--- src/rtl/cpu_pkg.sv ---
// Shared decode for the multi-cycle core: branch kinds, sequencer states, condition evaluation.
package cpu_pkg;

  typedef enum logic [2:0] {
    CMD_B   = 3'd0,
    CMD_BEQ = 3'd1,
    CMD_BNE = 3'd2,
    CMD_BLT = 3'd3,
    CMD_BLE = 3'd4,
    CMD_BL  = 3'd5,
    CMD_BX  = 3'd6,
    CMD_BLX = 3'd7
  } cmd_kind_e;

  typedef enum logic {
    ST_RUN  = 1'b0,
    ST_HALT = 1'b1
  } seq_state_e;

  typedef struct packed {
    logic taken;
    logic link_we;
    logic ras_mismatch;
  } pulse_t;

  // Unconditional kinds (B, BL, BX, BLX) fall through to pass.
  function automatic logic cond_pass(input cmd_kind_e kind, input logic n, input logic v,
                                     input logic z);
    logic pass;
    case (kind)
      CMD_BEQ: pass = z;
      CMD_BNE: pass = !z;
      CMD_BLT: pass = n ^ v;
      CMD_BLE: pass = (n ^ v) | z;
      default: pass = 1'b1;
    endcase
    return pass;
  endfunction

endpackage

--- src/rtl/ras_stack.sv ---
// Circular return-address stack; push at full overwrites the oldest entry and sets a sticky flag.
// Same-cycle pop+push pops first, so a BLX return check sees the entry below its own push.
module ras_stack #(
  parameter int ADDR_W    = 9,
  parameter int RAS_DEPTH = 4
) (
  input  logic                           i_clk,
  input  logic                           i_rst_n,
  input  logic                           i_push,
  input  logic                           i_pop,
  input  logic [ADDR_W-1:0]              i_data,
  output logic [ADDR_W-1:0]              o_top,
  output logic [$clog2(RAS_DEPTH+1)-1:0] o_count,
  output logic                           o_overflow
);
  localparam int SP_W  = $clog2(RAS_DEPTH);
  localparam int CNT_W = $clog2(RAS_DEPTH + 1);
  localparam logic [SP_W-1:0]  SP_ONE   = SP_W'(1);
  localparam logic [CNT_W-1:0] CNT_ONE  = CNT_W'(1);
  localparam logic [CNT_W-1:0] CNT_FULL = CNT_W'(RAS_DEPTH);

  logic [ADDR_W-1:0] r_mem [RAS_DEPTH];
  logic [SP_W-1:0]   r_sp;
  logic [CNT_W-1:0]  r_count;
  logic              r_overflow;

  logic              w_pop_ok;
  logic [SP_W-1:0]   w_sp_pop;
  logic [CNT_W-1:0]  w_cnt_pop;

  assign w_pop_ok  = i_pop && (r_count != '0);
  assign w_sp_pop  = w_pop_ok ? (r_sp - SP_ONE) : r_sp;
  assign w_cnt_pop = w_pop_ok ? (r_count - CNT_ONE) : r_count;

  always_ff @(posedge i_clk or negedge i_rst_n) begin
    if (!i_rst_n) begin
      for (int i = 0; i < RAS_DEPTH; i++) r_mem[i] <= '0;
      r_sp       <= '0;
      r_count    <= '0;
      r_overflow <= 1'b0;
    end else if (i_push) begin
      r_mem[w_sp_pop] <= i_data;
      r_sp            <= w_sp_pop + SP_ONE;
      if (w_cnt_pop == CNT_FULL) begin
        r_count    <= CNT_FULL;
        r_overflow <= 1'b1;
      end else begin
        r_count <= w_cnt_pop + CNT_ONE;
      end
    end else begin
      r_sp    <= w_sp_pop;
      r_count <= w_cnt_pop;
    end
  end

  assign o_top      = r_mem[r_sp - SP_ONE];
  assign o_count    = r_count;
  assign o_overflow = r_overflow;

endmodule

--- src/rtl/pc_sequencer.sv ---
// PC register, RUN/HALT control and branch resolution with return-address checking.
// Latency 1: PC and taken/link/mismatch pulses update on the accepting edge; cmd_ready is 0 in HALT.
module pc_sequencer
  import cpu_pkg::*;
#(
  parameter int                ADDR_W    = 9,
  parameter int                OFF_W     = 8,
  parameter int                RAS_DEPTH = 4,
  parameter logic [ADDR_W-1:0] RESET_PC  = '0
) (
  input  logic              i_clk,
  input  logic              i_rst_n,
  input  logic              i_pc_inc,
  input  logic              i_cmd_valid,
  output logic              o_cmd_ready,
  input  logic [2:0]        i_cmd_kind,
  input  logic [OFF_W-1:0]  i_offset,
  input  logic [ADDR_W-1:0] i_target,
  input  logic              i_n_flag,
  input  logic              i_v_flag,
  input  logic              i_z_flag,
  input  logic              i_halt_req,
  output logic [ADDR_W-1:0] o_pc,
  output logic              o_link_we,
  output logic [ADDR_W-1:0] o_link_addr,
  output logic              o_taken,
  output logic              o_ras_mismatch,
  output logic              o_ras_overflow,
  output logic              o_halted
);
  localparam logic [ADDR_W-1:0] PC_ONE = ADDR_W'(1);
  localparam int                CNT_W  = $clog2(RAS_DEPTH + 1);

  seq_state_e        r_state, w_state_nxt;
  logic [ADDR_W-1:0] r_pc, w_pc_nxt;
  logic [ADDR_W-1:0] r_link_addr, w_link_addr_nxt;
  pulse_t            r_pulse, w_pulse_nxt;

  cmd_kind_e         w_kind;
  logic              w_cond, w_is_ret, w_is_link;
  logic              w_push, w_pop;
  logic [ADDR_W-1:0] w_rel_target, w_ras_top;
  logic [CNT_W-1:0]  w_ras_count;
  logic              w_ras_overflow;

  assign w_kind       = cmd_kind_e'(i_cmd_kind);
  assign w_cond       = cond_pass(w_kind, i_n_flag, i_v_flag, i_z_flag);
  assign w_is_ret     = (w_kind == CMD_BX) || (w_kind == CMD_BLX);
  assign w_is_link    = (w_kind == CMD_BL) || (w_kind == CMD_BLX);
  assign w_rel_target = r_pc + {{(ADDR_W-OFF_W){i_offset[OFF_W-1]}}, i_offset};

  // halt_req outranks any command or step presented on the same edge.
  always_comb begin
    w_state_nxt     = r_state;
    w_pc_nxt        = r_pc;
    w_link_addr_nxt = r_link_addr;
    w_pulse_nxt     = '0;
    w_push          = 1'b0;
    w_pop           = 1'b0;
    if (r_state == ST_RUN) begin
      if (i_halt_req) begin
        w_state_nxt = ST_HALT;
      end else if (i_cmd_valid) begin
        if (w_is_ret) begin
          w_pc_nxt                 = i_target;
          w_pulse_nxt.taken        = 1'b1;
          w_pop                    = 1'b1;
          w_pulse_nxt.ras_mismatch = (w_ras_count == '0) || (w_ras_top != i_target);
        end else if (w_cond) begin
          w_pc_nxt          = w_rel_target;
          w_pulse_nxt.taken = 1'b1;
        end else begin
          w_pc_nxt = r_pc + PC_ONE;
        end
        if (w_is_link) begin
          w_pulse_nxt.link_we = 1'b1;
          w_link_addr_nxt     = r_pc;
          w_push              = 1'b1;
        end
      end else if (i_pc_inc) begin
        w_pc_nxt = r_pc + PC_ONE;
      end
    end
  end

  always_ff @(posedge i_clk or negedge i_rst_n) begin
    if (!i_rst_n) begin
      r_state     <= ST_RUN;
      r_pc        <= RESET_PC;
      r_link_addr <= '0;
      r_pulse     <= '0;
    end else begin
      r_state     <= w_state_nxt;
      r_pc        <= w_pc_nxt;
      r_link_addr <= w_link_addr_nxt;
      r_pulse     <= w_pulse_nxt;
    end
  end

  ras_stack #(
    .ADDR_W    (ADDR_W),
    .RAS_DEPTH (RAS_DEPTH)
  ) u_ras (
    .i_clk      (i_clk),
    .i_rst_n    (i_rst_n),
    .i_push     (w_push),
    .i_pop      (w_pop),
    .i_data     (r_pc),
    .o_top      (w_ras_top),
    .o_count    (w_ras_count),
    .o_overflow (w_ras_overflow)
  );

  assign o_cmd_ready    = (r_state == ST_RUN);
  assign o_halted       = (r_state == ST_HALT);
  assign o_pc           = r_pc;
  assign o_link_addr    = r_link_addr;
  assign o_link_we      = r_pulse.link_we;
  assign o_taken        = r_pulse.taken;
  assign o_ras_mismatch = r_pulse.ras_mismatch;
  assign o_ras_overflow = w_ras_overflow;

endmodule
--- config.mk ---
export PLATFORM = sky130hd
export DESIGN_NAME = pc_sequencer
export DESIGN_NICKNAME = d
export VERILOG_FILES = /design/src/rtl/cpu_pkg.sv /design/src/rtl/ras_stack.sv /design/src/rtl/pc_sequencer.sv
export SDC_FILE = /design/constraint.sdc
export NUM_CORES = 1
export LEC_CHECK = 0
export ABC_AREA = 0
export BUFFER_PORTS_ARGS = -buffer_cell sky130_fd_sc_hd__buf_2
export CAP_MARGIN = 20
export CORE_UTILIZATION = 58
export DETAILED_ROUTE_END_ITERATION = 6
export MAX_ROUTING_LAYER = met4
export PLACE_DENSITY_LB_ADDON = 0.05
export SLEW_MARGIN = 30
export SYNTH_ARGS = -nofsm -noshare
export SYNTH_HDL_FRONTEND = slang
export SYNTH_SLANG_ARGS = --single-unit
export TNS_END_PERCENT = 50
--- constraint.sdc ---
create_clock -name i_clk -period 3.28 [get_ports i_clk]
set_clock_uncertainty 0.2 [all_clocks]
set_input_delay 0.656 -clock i_clk [delete_from_list [all_inputs] [get_ports i_clk]]
set_output_delay 0.656 -clock i_clk [all_outputs]
set_load 0.05 [all_outputs]
Yosys cells after proc, flatten, opt, wreduce, memory -nomap -nowiden

Cells that the tools add are included.
Widths: inputs -> output; s select.

Bits of input ports: 28
Register bits after elaboration: 64
Logic and storage cells: 81

Equality and inequality tests: 9
$add $sub $neg: 6
$lt $le $gt $ge: 3
Reduce and logical (&&, ||, !) cells: 12
Mux-type cells: 32
Bitwise operators: 6

Operators by type and width:

| cell                | number |
|---|---|
| $mux 9              | 7 |
| $bwmux 36           | 1 |
| $bmux 9 s2          | 1 |
| $demux 9 s2         | 1 |
| $mux 3              | 6 |
| $eq 3x3->1 const B  | 5 |
| $mux 1              | 13 |
| $add 9x1->9 const B | 1 |
| $add 9x9->9         | 1 |
| $ne 9x9->1          | 1 |
| $eq 3x2->1 const B  | 2 |
| $ge 3x3->1 const B  | 2 |
| $not 2->3           | 2 |
| $mux 2              | 2 |
| $pmux 1 s4          | 1 |
| $reduce_and 4->1    | 1 |
| $add 3x1->3 const B | 1 |
| $eq 3x1->1 const B  | 1 |
| $logic_not 3->1     | 1 |
| $logic_or 1x1->1    | 3 |
| $lt 3x1->1 const B  | 1 |
| $reduce_and 3->1    | 1 |
| $reduce_bool 3->1   | 1 |
| $sub 3x1->3 const B | 1 |
| 9 further kinds     | 11 |

Logic depth before layout (Yosys ltp)

Gate-level depths: netlist (run 1).

Depth in word-level cells: 14
Gate-level depth with buffers: 12

Cells and area by module

From an unflattened synthesis (run 1), not the netlist that was laid out.

Cell total of the unflattened synthesis: 397
Area, all modules: 4,145.2 um^2

Modules (own cells, without submodules):

| module       | instances | sequential area each (um^2) | area an instance (um^2) | cells each |
|---|---|---|---|---|
| ras_stack    | 1         | 1,051.0                     | 2,452.4                 | 206 |
| pc_sequencer | 1         | 550.5                       | 1,692.9                 | 191 |

Worst setup path after synthesis (run 1)

OpenSTA, ideal clock, no wires.

Path type: input port to flip-flop
Start point: input port i_halt_req
End point: register u_ras.r_mem[12] in the netlist's numbering
Stages: 10
Path buffers: 2
Slack: 0.238 ns
Data required time: 2.955 ns
Data arrival time: 2.717 ns
Setup time: 0.125 ns
Cells stage by stage: or3b_1 buf_6 or3_4 nor2_2 xnor2_1 inv_1 ha_1 nand2_1 buf_2 mux2_2

Word-level cells in the longest chain between the ends: 10
Elaborated cells between the ends (all ways): 13
Classes of those cells: 2 x order compare; 8 x mux; 1 x bitwise; 2 x reduce/logical

RTL lines:

| item                                                           | RTL line           | text |
|---|---|---|
| from (decl)                                                    | pc_sequencer.sv:22 | `input logic i_halt_req,` |
| $mux 1                                                         | pc_sequencer.sv:61 | `if (i_halt_req) begin` |
| $mux 1                                                         | pc_sequencer.sv:60 | `if (r_state == ST_RUN) begin` |
| $logic_and 1x1->1                                              | ras_stack.sv:31    | `assign w_pop_ok = i_pop && (r_count != '0);` |
| $mux 2                                                         | ras_stack.sv:32    | `assign w_sp_pop = w_pop_ok ? (r_sp - SP_ONE) : r_sp;` |
| $not 2->3 (not written as such)                                | ras_stack.sv:42    | `r_mem[w_sp_pop] <= i_data;` |
| $ge 3x3->1 (not written as such) or $lt 3x1->1 (tied branches) | ras_stack.sv:42    |  |
| $logic_and 1x1->1 (not written as such)                        | ras_stack.sv:42    |  |
| $mux 9 (not written as such)                                   | ras_stack.sv:42    |  |
| $demux 9 s2                                                    | ras_stack.sv:42    |  |
| $bwmux 36                                                      | ras_stack.sv:42    |  |
| to (signal, indexed assignment)                                | ras_stack.sv:42    |  |
| to (decl)                                                      | ras_stack.sv:22    | `logic [ADDR_W-1:0] r_mem [RAS_DEPTH];` |

Several ways; a longest one is shown, not always the timed one.
A chain may end at the register's enable or synchronous reset.

Worst setup path after layout (run 1)

Start point: register u_ras.r_count[0], in the netlist u_ras.o_count[0]
End point: register u_ras.r_mem[13] in the netlist's numbering

Word-level cells in the longest chain between the ends: 9
Elaborated cells between the ends (all ways): 10
Classes of those cells: 2 x order compare; 4 x mux; 1 x bitwise; 3 x reduce/logical

RTL lines:

| item                                                           | RTL line        | text |
|---|---|---|
| from (decl)                                                    | ras_stack.sv:24 | `logic [CNT_W-1:0] r_count;` |
| from (signal assigned)                                         | ras_stack.sv:48 | `r_count <= w_cnt_pop + CNT_ONE;` |
| from (signal assigned)                                         | ras_stack.sv:52 | `r_count <= w_cnt_pop;` |
| $reduce_bool 3->1 (*)                                          | ras_stack.sv:31 |  |
| $logic_and 1x1->1 (*)                                          | ras_stack.sv:31 |  |
| $mux 2 (*)                                                     | ras_stack.sv:32 |  |
| $not 2->3 (not written as such) (*)                            | ras_stack.sv:42 |  |
| $ge 3x3->1 (not written as such) or $lt 3x1->1 (tied branches) | ras_stack.sv:42 |  |
| $logic_and 1x1->1 (not written as such)                        | ras_stack.sv:42 |  |
| $mux 9 (not written as such)                                   | ras_stack.sv:42 |  |
| $demux 9 s2 (*)                                                | ras_stack.sv:42 |  |
| $bwmux 36 (*)                                                  | ras_stack.sv:42 |  |

Every way passes the cells marked *; elsewhere a longest branch is shown, timed or not.

==> results.py, run 1 <==
metrics = {
    "grt": {
        "top_usage_layer": "met2",
        "grtUsageMet1_pct": 37.34,
        "grt_use_met3_pct": 3.556,
        "grt_max_degree": 37,
        "grt_pass1_wl_mm": 13.60,
        "grt_pass1_vias": 2779,
        "track_usage_pct": 28.65,
        "use_met2_pct": 45.79,
        "grt.overflow.total": 0,
        "antenna_found_initial": 0,
    },
    "setup_path": {
        "crit_type": "reg2reg",
        "path_max_fanout": 9,
        "required_ns": 3.29,
        "end_kind": "flip-flop",
        "cp_data_arrival_time_ns": 3.06,
        "start_kind": "flip-flop",
        "r2r_slack_ns": 0.23,
    },
    "cells_and_area": {
        "instances_no_fill": 486,
        "areaGrowthSynthToFinish_pct": 14.95,
        "num-fill-cells": 482,
        "seqCellArea_um2": 1602,
        "drive_gt1_share_pct": 28.95,
        "antennaDiodeCount": 0,
        "multi_input_area_um2": 1971,
        "layout.nets": 451,
        "utilization_pct": 70.39,
    },
    "timing": {
        "finalHoldViolations": 0,
        "max_freq_ghz": 0.3276,
        "post-route-period-util_pct": 93.07,
        "post-route-min-period_ns": 3.053,
        "slew_violations": 0,
        "setup_viol": 0,
        "max_slew.worst_pin.slew_ns": 0.6854,
        "setup_tns_ns": 0,
        "fin_ws_ns": 0.2273,
        "slew_headroom_pct": 54.31,
        "rsz0062_at_grt": "false",
    },
    "die": {
        "dieArea_um2": 6685,
        "ios": 52,
        "die-height_um": 81.76,
        "core_um2": 6026,
        "start_util_pct": 61.23,
        "rows": 28,
        "die_w_um": 81.76,
    },
    "logic_synthesis": {
        "ys_ff_latch": 64,
        "syn_inst": 350,
        "yosysSeqAreaShare_pct": 43.40,
        "yosysWarnings": 0,
        "yosys-top-cells-count": "64 x dfrtp_1, 50 x nand2_1, 24 x mux2_2",
        "synth_area_leader_cell": "dfrtp_1",
        "yosysMostFrequentCell": "dfrtp_1",
        "yosys.area.top_type_share_pct": 43.40,
        "synth_fp_nets": 394,
        "synth_area_um2": 3690,
        "synth_top_cells_by_area": "dfrtp_1 43%, mux2_2 7.3%, mux4_2 5.5%",
        "synthDistinctLibCells": 64,
        "syn_area_per_cell_um2": 10.54,
        "async_flop_share_pct": 100.0,
        "ys.flop_type": "dfrtp_1",
        "synth_edf_count": 0,
    },
    "clock_network": {
        "postCtsSetupBuffers": 0,
        "cts_hold_buf": 0,
        "numCtsBuffers": 9,
        "cts.path.max_buffers": 2,
        "root_buffer": "clkbuf_8",
        "htreeDepth": 3,
        "ctsResizeCount": 0,
        "clock_latency_ns": 0.33,
        "cts.sinks": 64,
        "clk_pin_slew_worst_paths_ns": 0.07,
        "cts_tree": "built",
    },
    "placed_design": {
        "place_congestion": 0.8601,
        "hpwl_mm": 6.250,
        "port_buffers": 51,
        "placed_cells": 471,
        "pre_cts_ws_ns": 0.04465,
    },
    "drt": {
        "wl_per_cell_um": 17.48,
        "avgViaCountPerCell": 5.986,
        "route.detailed.drc": 0,
        "antenna_left": 0,
        "vias": 2909,
        "initialDrtViolationCount": 213,
        "first_pass_iters": 4,
        "routed_wl_mm": 8.495,
    },
    "job": {
        "maxCapViolCount": 0,
    },
    "pwr": {
        "total_power_uw": 1857,
        "cellPowerDensity_nw_per_um2": 437.8,
        "p_leak_uw": 0.002084,
        "ir_drop_uv": 317.1,
    },
    "outcome": {
        "outcome": "complete, no violations",
    },
    "hold_path": {
        "hold_class": "in2async",
    },
}
-- worst max-delay path: stages (launching register included) --
cell	delay [ns]
dfrtp_1	0.43
inv_1	0.12
ha_1	0.15
nor2b_1	0.40
or3_4	0.25
nor2_2	0.04
xnor2_1	0.35
inv_1	0.12
ha_1	0.21
nand2_1	0.29
mux2_2	0.38
-- path summary, 6_finish.rpt --
path                                                 to                    startpoint  depth (start not counted)
setup reg to reg            u_ras.r_mem[13]$_DFFE_PN0P_    u_ras.o_count[0]$_DFF_PN0_                         10
max in group asynchronous    u_ras.r_mem[2]$_DFFE_PN0P_                       i_rst_n                          2
min in group i_clk         u_ras.o_overflow$_DFFE_PN0P_  u_ras.o_overflow$_DFFE_PN0P_                          1
hold / removal               o_link_addr[8]$_DFFE_PN0P_                       i_rst_n                          1
hold reg to reg            u_ras.o_overflow$_DFFE_PN0P_  u_ras.o_overflow$_DFFE_PN0P_                          1
setup / recovery            u_ras.r_mem[13]$_DFFE_PN0P_    u_ras.o_count[0]$_DFF_PN0_                         10
-- cells by family (layout without fill, tap and decap cells) --
family                   Yosys count  count (layout)  share of synthesized area (%)
adder cells (fa/ha/maj)           16              16                          5.629
flip-flops                        64              64                          43.40
AND/OR/NAND/NOR                  110             110                          14.82
multiplexers                      38              38                          14.17
XOR/XNOR                          19              19                          4.510
AO/OA/AOI/OAI                     76              76                          14.28
buffers and inverters             27              88                          3.187
-- report_power, final --
part	leakage [uW]	switching, uW	internal, uW
Combinational	0.00113	203	130
Sequential	0.000857	53.8	812
Clock	0.0000925	292	367
Total	0.00208	549	1310
-- per-layer routing --
| layer | routed length [um] | vias to the layer above |
|---|---|---|
| li1 | - | 1390 |
| met1 | 3900 | 1412 |
| met2 | 4050 | 92 |
| met3 | 381 | 15 |
| met4 | 162 | 0 |
| met5 | 0 | - |
-- registers in the layout (all words and copies together), names as in the netlist --
| register | flops |
|---|---|
| u_ras.r_sp | 2 |
| o_taken | 1 |
| u_ras.o_overflow | 1 |
| o_ras_mismatch | 1 |
| o_link_we | 1 |
| u_ras.r_mem | 36 |
| o_link_addr | 9 |
| o_halted | 1 |
| o_pc | 9 |
| u_ras.o_count | 3 |
-- placed cells by master (no fill, tap or decap), types with 9 or more instances in the layout --
cell type / count
nor2_1: 20
ha_1: 15
nand2_1: 50
buf_4: 9
xnor2_1: 12
o21ai_0: 22
buf_2: 51
mux2_2: 24
mux4_2: 9
dfrtp_1: 64
clkbuf_8: 10
inv_1: 11
-- final cells by class --
| class | count | share of cell area [%] |
|---|---|---|
| well taps | 75 | 2.212 |
| repair buffers | 61 | 8.083 |
| clock buffers | 12 | 3.422 |
| inverters | 12 | 1.062 |
| clock inverters | 3 | 1.003 |
| flip-flops and latches | 64 | 37.76 |
| multi-input cells | 259 | 46.46 |
-- through the flow --
step	cell area (um^2)	hold WS (ns)
after floorplan	3690	0.1604
after detailed placement	4054	0.2497
after global routing	4242	0.1981
final	4242	0.1593
after CTS	4242	0.1655
after global placement	4054	0.2440
Power figures use the tool's default switching activity.
==> run 2: changes to the inputs <==
==> constraint.sdc (replaced) <==
create_clock -name i_clk -period 2.9 [get_ports i_clk]
set_clock_uncertainty 0.2 [all_clocks]
set_input_delay 0.58 -clock i_clk [delete_from_list [all_inputs] [get_ports i_clk]]
set_output_delay 0.58 -clock i_clk [all_outputs]
set_load 0.05 [all_outputs]
==> run 2 against run 1 <==
  * Combinational power up 23%
  * Non-clock buffer count up 13
  * Sequential cell count unchanged
  * Critical path depth down 2
  * Maximum frequency up 13%
  * Total power up 14%
  * Cell count up 2.7%
  * Final area up 2.9%
  * First-iteration DRC count down 42%
  * Sequential power up 11%
  * Worst setup slack worse by 0.037 ns
  * Hold slack worse by 0.081 ns
==> results.py, run 2 (synthesis gave the netlist of run 1 again) <==
metrics = {
    "setup_path": {
        "worst_r2r_path_depth": 8,
        "end_kind": "flip-flop",
        "required_ns": 2.92,
        "path_max_fanout": 9,
        "r2r_start": "o_halted$_DFF_PN0_",
        "r2r_slack_ns": 0.19,
        "crit_type": "reg2reg",
        "cp_data_arrival_time_ns": 2.73,
        "start_kind": "flip-flop",
        "timing.rr.end": "u_ras.r_mem[18]$_DFFE_PN0P_",
    },
    "cells_and_area": {
        "antennaDiodeCount": 0,
        "layout_common_cells": "63 x dfrtp_1, 51 x buf_2, 49 x nand2_1",
        "seqCellArea_um2": 1603,
        "multi_input_area_um2": 1983,
        "largest_reg_flops": 36,
        "drive_gt1_share_pct": 32.08,
        "areaGrowthSynthToFinish_pct": 18.31,
        "layout.nets": 464,
        "final_common_cell": "dfrtp_1",
        "regMostFlops": "u_ras.r_mem",
        "num-fill-cells": 454,
    },
    "clock_network": {
        "clock_latency_ns": 0.34,
        "numCtsBuffers": 9,
        "cts.sinks": 64,
        "root_buffer": "clkbuf_8",
        "cts_hold_buf": 0,
        "cts.path.max_buffers": 2,
        "htreeDepth": 3,
        "cts_tree": "built",
        "clk_pin_slew_worst_paths_ns": 0.07,
    },
    "drt": {
        "initialDrtViolationCount": 123,
        "wl_per_cell_um": 17.31,
        "route.detailed.drc": 0,
        "first_pass_iters": 5,
        "vias": 2944,
        "avgViaCountPerCell": 5.900,
        "routed_wl_mm": 8.636,
        "antenna_left": 0,
    },
    "timing": {
        "fin_ws_ns": 0.1901,
        "slew_violations": 0,
        "post-route-min-period_ns": 2.710,
        "whs_ns": 0.07789,
        "finalHoldViolations": 0,
        "slew_headroom_pct": 55.11,
        "rsz0062_at_grt": "false",
        "max_freq_ghz": 0.3690,
        "setup_viol": 0,
        "post-route-period-util_pct": 93.44,
        "max_slew.worst_pin.slew_ns": 0.6734,
    },
    "placed_design": {
        "pre_cts_ws_ns": -0.1246,
        "port_buffers": 51,
        "hpwl_mm": 6.428,
        "place_congestion": 0.8529,
    },
    "outcome": {
        "outcome": "complete, no violations",
    },
    "job": {
        "maxCapViolCount": 0,
    },
    "die": {
        "start_util_pct": 61.23,
        "die-height_um": 81.76,
        "die_w_um": 81.76,
        "rows": 28,
        "core_um2": 6026,
        "dieArea_um2": 6685,
        "ios": 52,
    },
    "pwr": {
        "cellPowerDensity_nw_per_um2": 485.0,
        "pwr-share-seq_pct": 45.3,
        "power_frac_comb_pct": 19.3,
        "p_sw_uw": 626.8,
        "sw_frac_of_total_pct": 29.60,
        "p_leak_uw": 0.002152,
        "ir_drop_uv": 370.9,
        "p_clk_share_pct": 35.4,
        "p_int_uw": 1491,
    },
    "hold_path": {
        "hold_class": "in2async",
    },
    "grt": {
        "grt.overflow.total": 0,
        "grt_pass1_vias": 2933,
        "antenna_found_initial": 0,
        "grt_pass1_wl_mm": 14.08,
        "grt_max_degree": 37,
        "track_usage_pct": 29.82,
    },
}
-- run 2: cell count changes in the layout (fill, tap and decap cells not counted) --
cell | before | now
xnor2_1 | 12 | 11
nor2b_2 | 0 | 1
dfrtp_2 | 0 | 1
nand2_1 | 50 | 49
buf_4 | 9 | 21
nor2b_1 | 2 | 1
buf_12 | 1 | 2
dfrtp_1 | 64 | 63
xnor2_2 | 0 | 1
nand2_2 | 0 | 1
-- run 2: worst max-delay path, cell delays in order, from the launching register on --
cell and delay, ns:
dfrtp_2 0.44, or3b_1 0.40, buf_4 0.19, nor3_4 0.20, xnor2_1 0.17, inv_1 0.09, ha_1 0.21, nand2_1 0.30
mux2_2 0.38
-- run 2: through the flow --
stage | cells | area (um^2) | power, uW | setup TNS, ns | utilization [%]
final | 499 | 4365 | 2117 | 0 | 72.45
after CTS | 499 | 4360 | 2127 | 0 | 72.36
after floorplan | 350 | 3707 | 1237 | -0.01104 | -
after global placement | 484 | 4173 | 1372 | -0.3495 | 69.25
after detailed placement | 484 | 4173 | 1380 | -1.122 | 69.25
after global routing | 499 | 4365 | 2212 | 0 | 72.45
-- run 2: how the worst max path moves through the flow --
stage | from | depth (start not counted) | slack (ns) | end
after detailed placement | i_halt_req | 9 | -0.12 | u_ras.r_mem[0]$_DFFE_PN0P_
after CTS | u_ras.o_count[1]$_DFF_PN0_ | 10 | 0.09 | u_ras.r_mem[5]$_DFFE_PN0P_
after global routing | o_halted$_DFF_PN0_ | 9 | 0.05 | u_ras.r_mem[25]$_DFFE_PN0P_
final | o_halted$_DFF_PN0_ | 8 | 0.19 | u_ras.r_mem[18]$_DFFE_PN0P_
after floorplan | i_halt_req | 10 | -0.003 | u_ras.r_mem[3]$_DFFE_PN0P_
after global placement | i_halt_req | 9 | -0.05 | u_ras.r_mem[5]$_DFFE_PN0P_
-- run 2: layer usage --
layer	track usage [%]	vias up	routed length (um)
met1	39.03	1428	4029
met3	5.333	16	313
li1	-	1421	-
met2	47.44	79	4137
met4	9.123	0	155
met5	-	-	0
-- run 2: final cells by class --
cell class | count | area share [%]
clock buffer | 12 | 3.325
clock inverter | 3 | 0.9745
inverter | 12 | 1.032
multi-input combinational | 259 | 45.43
sequential | 64 | 36.72
tap | 75 | 2.150
timing repair buffer | 74 | 10.38
-- run 2: power by group through the flow --
stage	clock network (uW)	logic [uW]	registers [uW]
floorplan	0	225	1010
global placement	0	398	974
detailed placement	0	405	975
CTS	762	407	958
global route	801	449	963
finish	750	408	960
-- run 2: timing repair --
item / CTS / global route
gates resized for setup: 0 / 2
setup endpoints to repair: 0 / 7
buffers inserted: 0 / 0
